File: src/rtl/fpmul_cu.sv
// Sequencer for the single-precision multiplier datapath: issues every load/select/set/reset
// strobe from operand load through classification, exponent bias, normalize, round and range check.
module fpmul_cu (
   input  logic       clk,
   input  logic       rst,
   input  logic       start,
   input  logic       Op_NaN,
   input  logic       Op_Inf,
   input  logic       Op_Zero,
   input  logic       MPH23,
   input  logic       Round,
   input  logic       Carry,
   input  logic       UFlow,
   input  logic       OFlow,
   output logic       SA_LD,
   output logic       SB_LD,
   output logic       EA_LD,
   output logic       EB_LD,
   output logic       MA_LD,
   output logic       MB_LD,
   output logic       SP_LD,
   output logic       EP_RST,
   output logic       EP_SET,
   output logic       EP_LD,
   output logic [1:0] EP_SEL,
   output logic       MPH_RST,
   output logic       MPH_SET,
   output logic       MPH_LD,
   output logic [2:0] MPH_SEL,
   output logic       MPL_SEL,
   output logic       MPL_LD,
   output logic       UF_RST,
   output logic       UF_LD,
   output logic       OF_RST,
   output logic       OF_LD,
   output logic       P_RST,
   output logic       P_LD,
   output logic       busy,
   output logic       done,
   output logic [3:0] state_o
);

   typedef enum logic [3:0] {
      S_IDLE, S_LOAD, S_FLAG, S_CLASS, S_BIAS,
      S_NORM, S_ROUND, S_CHKEXP, S_WRITE, S_DONE
   } state_t;

   state_t state_q, state_d;

   always_ff @(posedge clk) begin
      if (rst) state_q <= S_IDLE;
      else     state_q <= state_d;
   end

   assign state_o = state_q;

   // start is a level request sampled only in IDLE; while busy it is ignored, never queued.
   always_comb begin
      state_d = state_q;
      SA_LD   = 1'b0;  SB_LD   = 1'b0;  EA_LD  = 1'b0;  EB_LD  = 1'b0;
      MA_LD   = 1'b0;  MB_LD   = 1'b0;  SP_LD  = 1'b0;
      EP_RST  = 1'b0;  EP_SET  = 1'b0;  EP_LD  = 1'b0;  EP_SEL  = 2'b00;
      MPH_RST = 1'b0;  MPH_SET = 1'b0;  MPH_LD = 1'b0;  MPH_SEL = 3'b000;
      MPL_SEL = 1'b0;  MPL_LD  = 1'b0;
      UF_RST  = 1'b0;  UF_LD   = 1'b0;  OF_RST = 1'b0;  OF_LD  = 1'b0;
      P_RST   = 1'b0;  P_LD    = 1'b0;
      busy    = (state_q != S_IDLE);
      done    = 1'b0;
      case (state_q)
         S_IDLE: begin
            if (start) state_d = S_LOAD;
         end
         S_LOAD: begin
            SA_LD  = 1'b1;  SB_LD  = 1'b1;  EA_LD = 1'b1;
            EB_LD  = 1'b1;  MA_LD  = 1'b1;  MB_LD = 1'b1;
            UF_RST = 1'b1;  OF_RST = 1'b1;  P_RST = 1'b1;
            state_d = S_FLAG;
         end
         S_FLAG: begin
            state_d = S_CLASS;
         end
         S_CLASS: begin
            SP_LD = 1'b1;
            if (Op_NaN) begin
               EP_SET  = 1'b1;
               MPH_SET = 1'b1;
               state_d = S_WRITE;
            end else if (Op_Inf) begin
               EP_SET  = 1'b1;
               MPH_RST = 1'b1;
               state_d = S_WRITE;
            end else if (Op_Zero) begin
               EP_RST  = 1'b1;
               MPH_RST = 1'b1;
               state_d = S_WRITE;
            end else begin
               EP_LD   = 1'b1;
               MPH_LD  = 1'b1;
               MPL_LD  = 1'b1;
               state_d = S_BIAS;
            end
         end
         S_BIAS: begin
            EP_LD   = 1'b1;
            EP_SEL  = 2'b10;
            state_d = S_NORM;
         end
         S_NORM: begin
            // Product is in [1,4): either bump the exponent or shift left once, never both.
            if (MPH23) begin
               EP_LD  = 1'b1;
               EP_SEL = 2'b01;
            end else begin
               MPH_LD  = 1'b1;
               MPH_SEL = 3'b001;
               MPL_LD  = 1'b1;
               MPL_SEL = 1'b1;
            end
            state_d = S_ROUND;
         end
         S_ROUND: begin
            if (Round && Carry) begin
               MPH_LD  = 1'b1;
               MPH_SEL = 3'b100;
               EP_LD   = 1'b1;
               EP_SEL  = 2'b01;
            end else if (Round) begin
               MPH_LD  = 1'b1;
               MPH_SEL = 3'b010;
            end
            state_d = S_CHKEXP;
         end
         S_CHKEXP: begin
            if (UFlow) begin
               UF_LD   = 1'b1;
               EP_RST  = 1'b1;
               MPH_RST = 1'b1;
            end else if (OFlow) begin
               OF_LD   = 1'b1;
               EP_SET  = 1'b1;
               MPH_RST = 1'b1;
            end
            state_d = S_WRITE;
         end
         S_WRITE: begin
            P_LD    = 1'b1;
            state_d = S_DONE;
         end
         S_DONE: begin
            done    = 1'b1;
            state_d = S_IDLE;
         end
         default: state_d = S_IDLE;
      endcase
   end

endmodule

File: config.mk
export PLATFORM = sky130hd
export DESIGN_NAME = fpmul_cu
export DESIGN_NICKNAME = d
export VERILOG_FILES = /design/src/rtl/fpmul_cu.sv
export SDC_FILE = /design/constraint.sdc
export NUM_CORES = 1
export LEC_CHECK = 0
export ABC_AREA = 1
export CAP_MARGIN = 40
export CORE_MARGIN = 10
export CORE_UTILIZATION = 31
export DETAILED_ROUTE_END_ITERATION = 16
export GPL_ROUTABILITY_DRIVEN = 0
export HOLD_SLACK_MARGIN = 0.02
export PLACE_DENSITY = 0.82
export SKIP_CTS_REPAIR_TIMING = 1
export SYNTH_ARGS = -nofsm -noshare
export SYNTH_HDL_FRONTEND = slang
export SYNTH_SLANG_ARGS = --single-unit
File: constraint.sdc
create_clock -name clk -period 3.2 [get_ports clk]
set_input_delay 0.96 -clock clk [delete_from_list [all_inputs] [get_ports clk]]
set_output_delay 0.96 -clock clk [all_outputs]
set_load 0.01 [all_outputs]
### Yosys cells after proc, flatten, opt, wreduce, memory -nomap -nowiden

Index checks and enable logic that the tools add are counted.

* div/mod/pow operators: 0
* bitwise logic cells: 0
* equality and inequality tests: 10
* multiply operators: 0
* shift operators: 0
* reductions and logical operators: 3
* multiplexer cells: 46
* magnitude comparators: 0
* add/subtract/negate cells: 0

Operators with widths (number)
* $pmux W4 S9: 1
* $mux W1: 31
* $eq A4 B3 Y1 const B: 4
* $mux W4: 4
* $eq A4 B2 Y1 const B: 2
* $eq A4 B4 Y1 const B: 2
* $pmux W1 S2: 4
* $pmux W2 S3: 1
* $pmux W3 S2: 1
* $eq A4 B1 Y1 const B: 1
* $logic_not A4 Y1: 1
* $pmux W1 S4: 1
* $reduce_bool A4 Y1: 1
* $mux W3: 1
* $pmux W1 S3: 1
* $mux W2: 1
* $ne A2 B2 Y1 const B: 1
* $logic_and A1 B1 Y1: 1

* logic and storage cells: 60
* input port bits: 11
* register bits after elaboration: 4
* latch bits: 0
* output and inout bits: 32
* memory bits (writable): 0
* bits in read-only memories: 0
* memories: 0

### Depth between registers and ports, before layout

* depth after elaboration: 4
* depth in mapped cells: 7
* gate-level depth less buffers: 7

### Worst setup path before layout

Ideal clock, no wire load.

* path kind: input-to-output
* from: input Op_NaN
* to: output MPH_LD
* arrival time: 1.497 ns
* required time: 2.240 ns
* stages on the path: 5
* buffers on the path: 0
* setup slack: 0.743 ns
* cells stage by stage: nor2_1 -> nand2_1 -> nor2_4 -> inv_1 -> nand3_1

* longest elaborated chain between the ends: 2

RTL lines
* start: declaration: RTL line 7 `input logic Op_NaN,`
* $mux W1: RTL line 84 `if (Op_NaN) begin`
* $pmux W1 S3: RTL line 69 `case (state_q)`
* end: declaration: RTL line 28 `output logic MPH_LD,`

No other way between the ends.

### Worst setup path in the final report

* from: input UFlow
* to: output OF_LD

* longest elaborated chain between the ends: 2

RTL lines
* start: declaration: RTL line 13 `input logic UFlow,`
* $mux W1: RTL line 134 `if (UFlow) begin`
* $mux W1: RTL line 69
* end: declaration: RTL line 35 `output logic OF_LD,`

No other way between the ends.

==> impl_metrics.py <==
metrics = {
    "outcome": {
        "status": "complete, no violations",
    },
    "worst_setup_path": {
        "cp-end-kind": "output port",
        "cpLargestDelayFamily": "buffers and inverters",
        "start_kind": "input port",
        "crit_required_ns": 2.24,
        "crit_fanout": 3,
        "slowest_delay_ns": 0.54,
        "critical_path_class": "input port to output port",
        "critPathMostFrequentCell": "clkdlybuf4s50_1",
        "worst_path_max_delay_cell": "clkdlybuf4s50_1",
        "crit_chain": "clkdlybuf4s50_1 -> inv_1 -> nand2_1 -> nor2_1 -> clkdlybuf4s50_1",
        "critPathBufInv": 3,
        "crit_arrival_ns": 2.18,
    },
    "synthesis": {
        "synthDistinctLibCells": 19,
        "synthMostInstantiatedCell": "nand2_1",
        "synth.avg_cell_area_um2": 5.65,
        "synth_top_cell_area_share_pct": 17.5,
        "synth_edf_count": 0,
        "ys_seq_area_share_pct": 17.5,
        "synth-seq-cells": 4,
        "yosysTopAreaCell": "dfxtp_1",
        "synth_flop_cell": "dfxtp_1",
        "synth_warnings": 0,
        "synthTopCellsByCount": "nand2_1, nor2_1, inv_1, buf_4, nor2_2",
        "synth_nets": 92,
        "netlist_instances": 81,
        "yosys-top-cells-area": "dfxtp_1, nand2_1, buf_4, nor2_1, inv_1",
        "postSynth.asyncResetShare_pct": 0,
        "synth_area_um2": 458,
    },
    "floorplan": {
        "design.core.area_um2": 1350,
        "dieArea_um2": 3410,
        "start_util_pct": 33.9,
        "core.rowCount": 13,
        "ios": 43,
        "die_w_um": 58.4,
        "die_h_um": 58.4,
    },
    "placement": {
        "placedCellCount": 131,
        "port_buffers": 42,
        "place_worst_setup_slack_ns": -0.234,
        "dp_hpwl_mm": 1.44,
    },
    "timing": {
        "fin_skew_ns": 0.000861,
        "setup_viol": 0,
        "fmax_mhz": 319,
        "setup_tns_ns": 0,
        "maxSlewViolCount": 0,
        "fin_ws_ns": 0.0629,
        "hold_viol_final": 0,
        "tightest_slew_ns": 0.456,
        "rsz0062_at_grt": "false",
        "final.min_clock_period_ns": 3.14,
        "min_period_over_period_pct": 98.0,
        "slew_headroom_pct": 69.5,
    },
    "cts": {
        "cts_buffers": 3,
        "clk_latency_ns": 0.23,
        "cts.sinks": 4,
        "cts_tree": "done",
        "cts_htree_levels": 1,
        "cts.clk_slew.worst_paths_ns": 0.04,
        "clock_tree.root_cell": "clkbuf_4",
        "cts_buffer_depth": 2,
    },
    "drt": {
        "routed_wirelength_mm": 1.74,
        "vias": 603,
        "wire_per_inst_um": 12.9,
        "remaining_drc_errors": 0,
        "ant_nets": 0,
        "drt_pass1_iterations": 4,
        "vias_per_cell": 4.50,
        "drtIter0Drc": 13,
    },
    "global_route": {
        "grt_pass1_vias": 566,
        "grt_overflow": 0,
        "grt_usage_pct": 9.06,
        "antenna_found_initial": 0,
        "grt_first_pass_wirelength_mm": 2.53,
        "grt_max_degree": 10,
    },
    "power_and_ir_drop": {
        "swShare_pct": 34.3,
        "clockPowerShare_pct": 22.5,
        "powerDensity_nw_per_um2": 301,
        "ir_worst_vdd_mv": 0.217,
        "seqPwrFrac_pct": 23.4,
        "combPwrFrac_pct": 54.1,
        "p_leak_nw": 0.563,
        "p_int_w": 0.000176,
        "switchingPower_w": 0.0000919,
    },
    "cells_and_area": {
        "fillers": 120,
        "drive_above_1_share_pct": 14.3,
        "nets": 132,
        "largest_register_ff_count": 4,
        "antenna_cells": 0,
        "area_growth_pct": 94.3,
        "fin_cells": 134,
    },
    "min_path": {
        "worstHoldPathType": "flip-flop to flip-flop",
    },
    "job": {
        "drv_cap": 0,
    },
}
per-stage QoR:
| stage | area [µm²] | power, W | hold slack [ns] | utilization, % |
|---|---|---|---|---|
| floorplan | 458 | 0.000145 | 0.601 | - |
| global placement | 845 | 0.000209 | 0.589 | 62.6 |
| detailed placement | 845 | 0.000211 | 0.589 | 62.6 |
| CTS | 867 | 0.000274 | 0.598 | 64.2 |
| global route | 890 | 0.000289 | 0.638 | 65.9 |
| finish | 890 | 0.000268 | 0.599 | 65.9 |
path summary, 6_finish.rpt:
path	endpoint	from	slack (ns)	cells past startpoint
worst min register to register	state_o[1]	state_o[3]	0.60	1
worst min-delay path	state_o[1]	state_o[3]	0.60	1
worst max register to register	state_o[3]	state_o[3]	2.17	5
worst max-delay path	OF_LD	UFlow	0.06	5
power groups by stage:
stage               Clock [W]  Sequential, W  Combinational (W)
global placement            0      0.0000632           0.000146
floorplan                   0      0.0000650          0.0000802
CTS                 0.0000639      0.0000628           0.000148
detailed placement          0      0.0000635           0.000147
finish              0.0000602      0.0000627           0.000145
global route        0.0000674      0.0000637           0.000158
metal layers:
layer	share of wire, %	up-vias	track usage [%]	routed length, µm
met4	0	0	3.02	0
met3	15	0	6.65	257
met5	0	-	0	0
met1	39	259	8.88	680
li1	-	316	-	-
met2	46	28	14.6	798
cells in the final DEF (no fill, tap or decap):
cell type	count
nand2_1	17
dfxtp_1	4
nor4_1	1
clkdlybuf4s50_1	33
clkbuf_4	3
dlymetal6s2s_1	9
nand3b_1	1
a22oi_1	1
a21oi_1	1
nor2_2	5
nand2_2	2
nor2_4	1
inv_1	11
o21ai_0	4
nand2_4	1
nor2_1	16
clkinv_2	1
o22ai_1	1
o21bai_1	1
inv_2	3
nand3_1	2
buf_4	1
cells by family after synthesis:
group / Yosys count / synth area share, %
AOI/OAI and AO/OA: 8 / 10.1
buffers and inverters: 23 / 25.7
DFF: 4 / 17.5
and+or+nand+nor: 46 / 46.7
final cells by class:
cell class | count | area, µm² | share of cell area [%]
clock buffers | 3 | 22.5 | 2.53
multi-input cells | 54 | 260 | 29.3
repair buffers | 43 | 450 | 50.6
well taps | 15 | 18.8 | 2.11
inverters | 15 | 57.6 | 6.47
flip-flops and latches | 4 | 80.1 | 9.00
worst reg2reg max path, delay by kind of cell (launching register included):
family | cells | cell delay, ns
buffers and inverters | 1 | 0.08
DFF | 1 | 0.45
and+or+nand+nor | 3 | 0.30
AOI/OAI and AO/OA | 1 | 0.07
(Power assumes the default switching activity.)
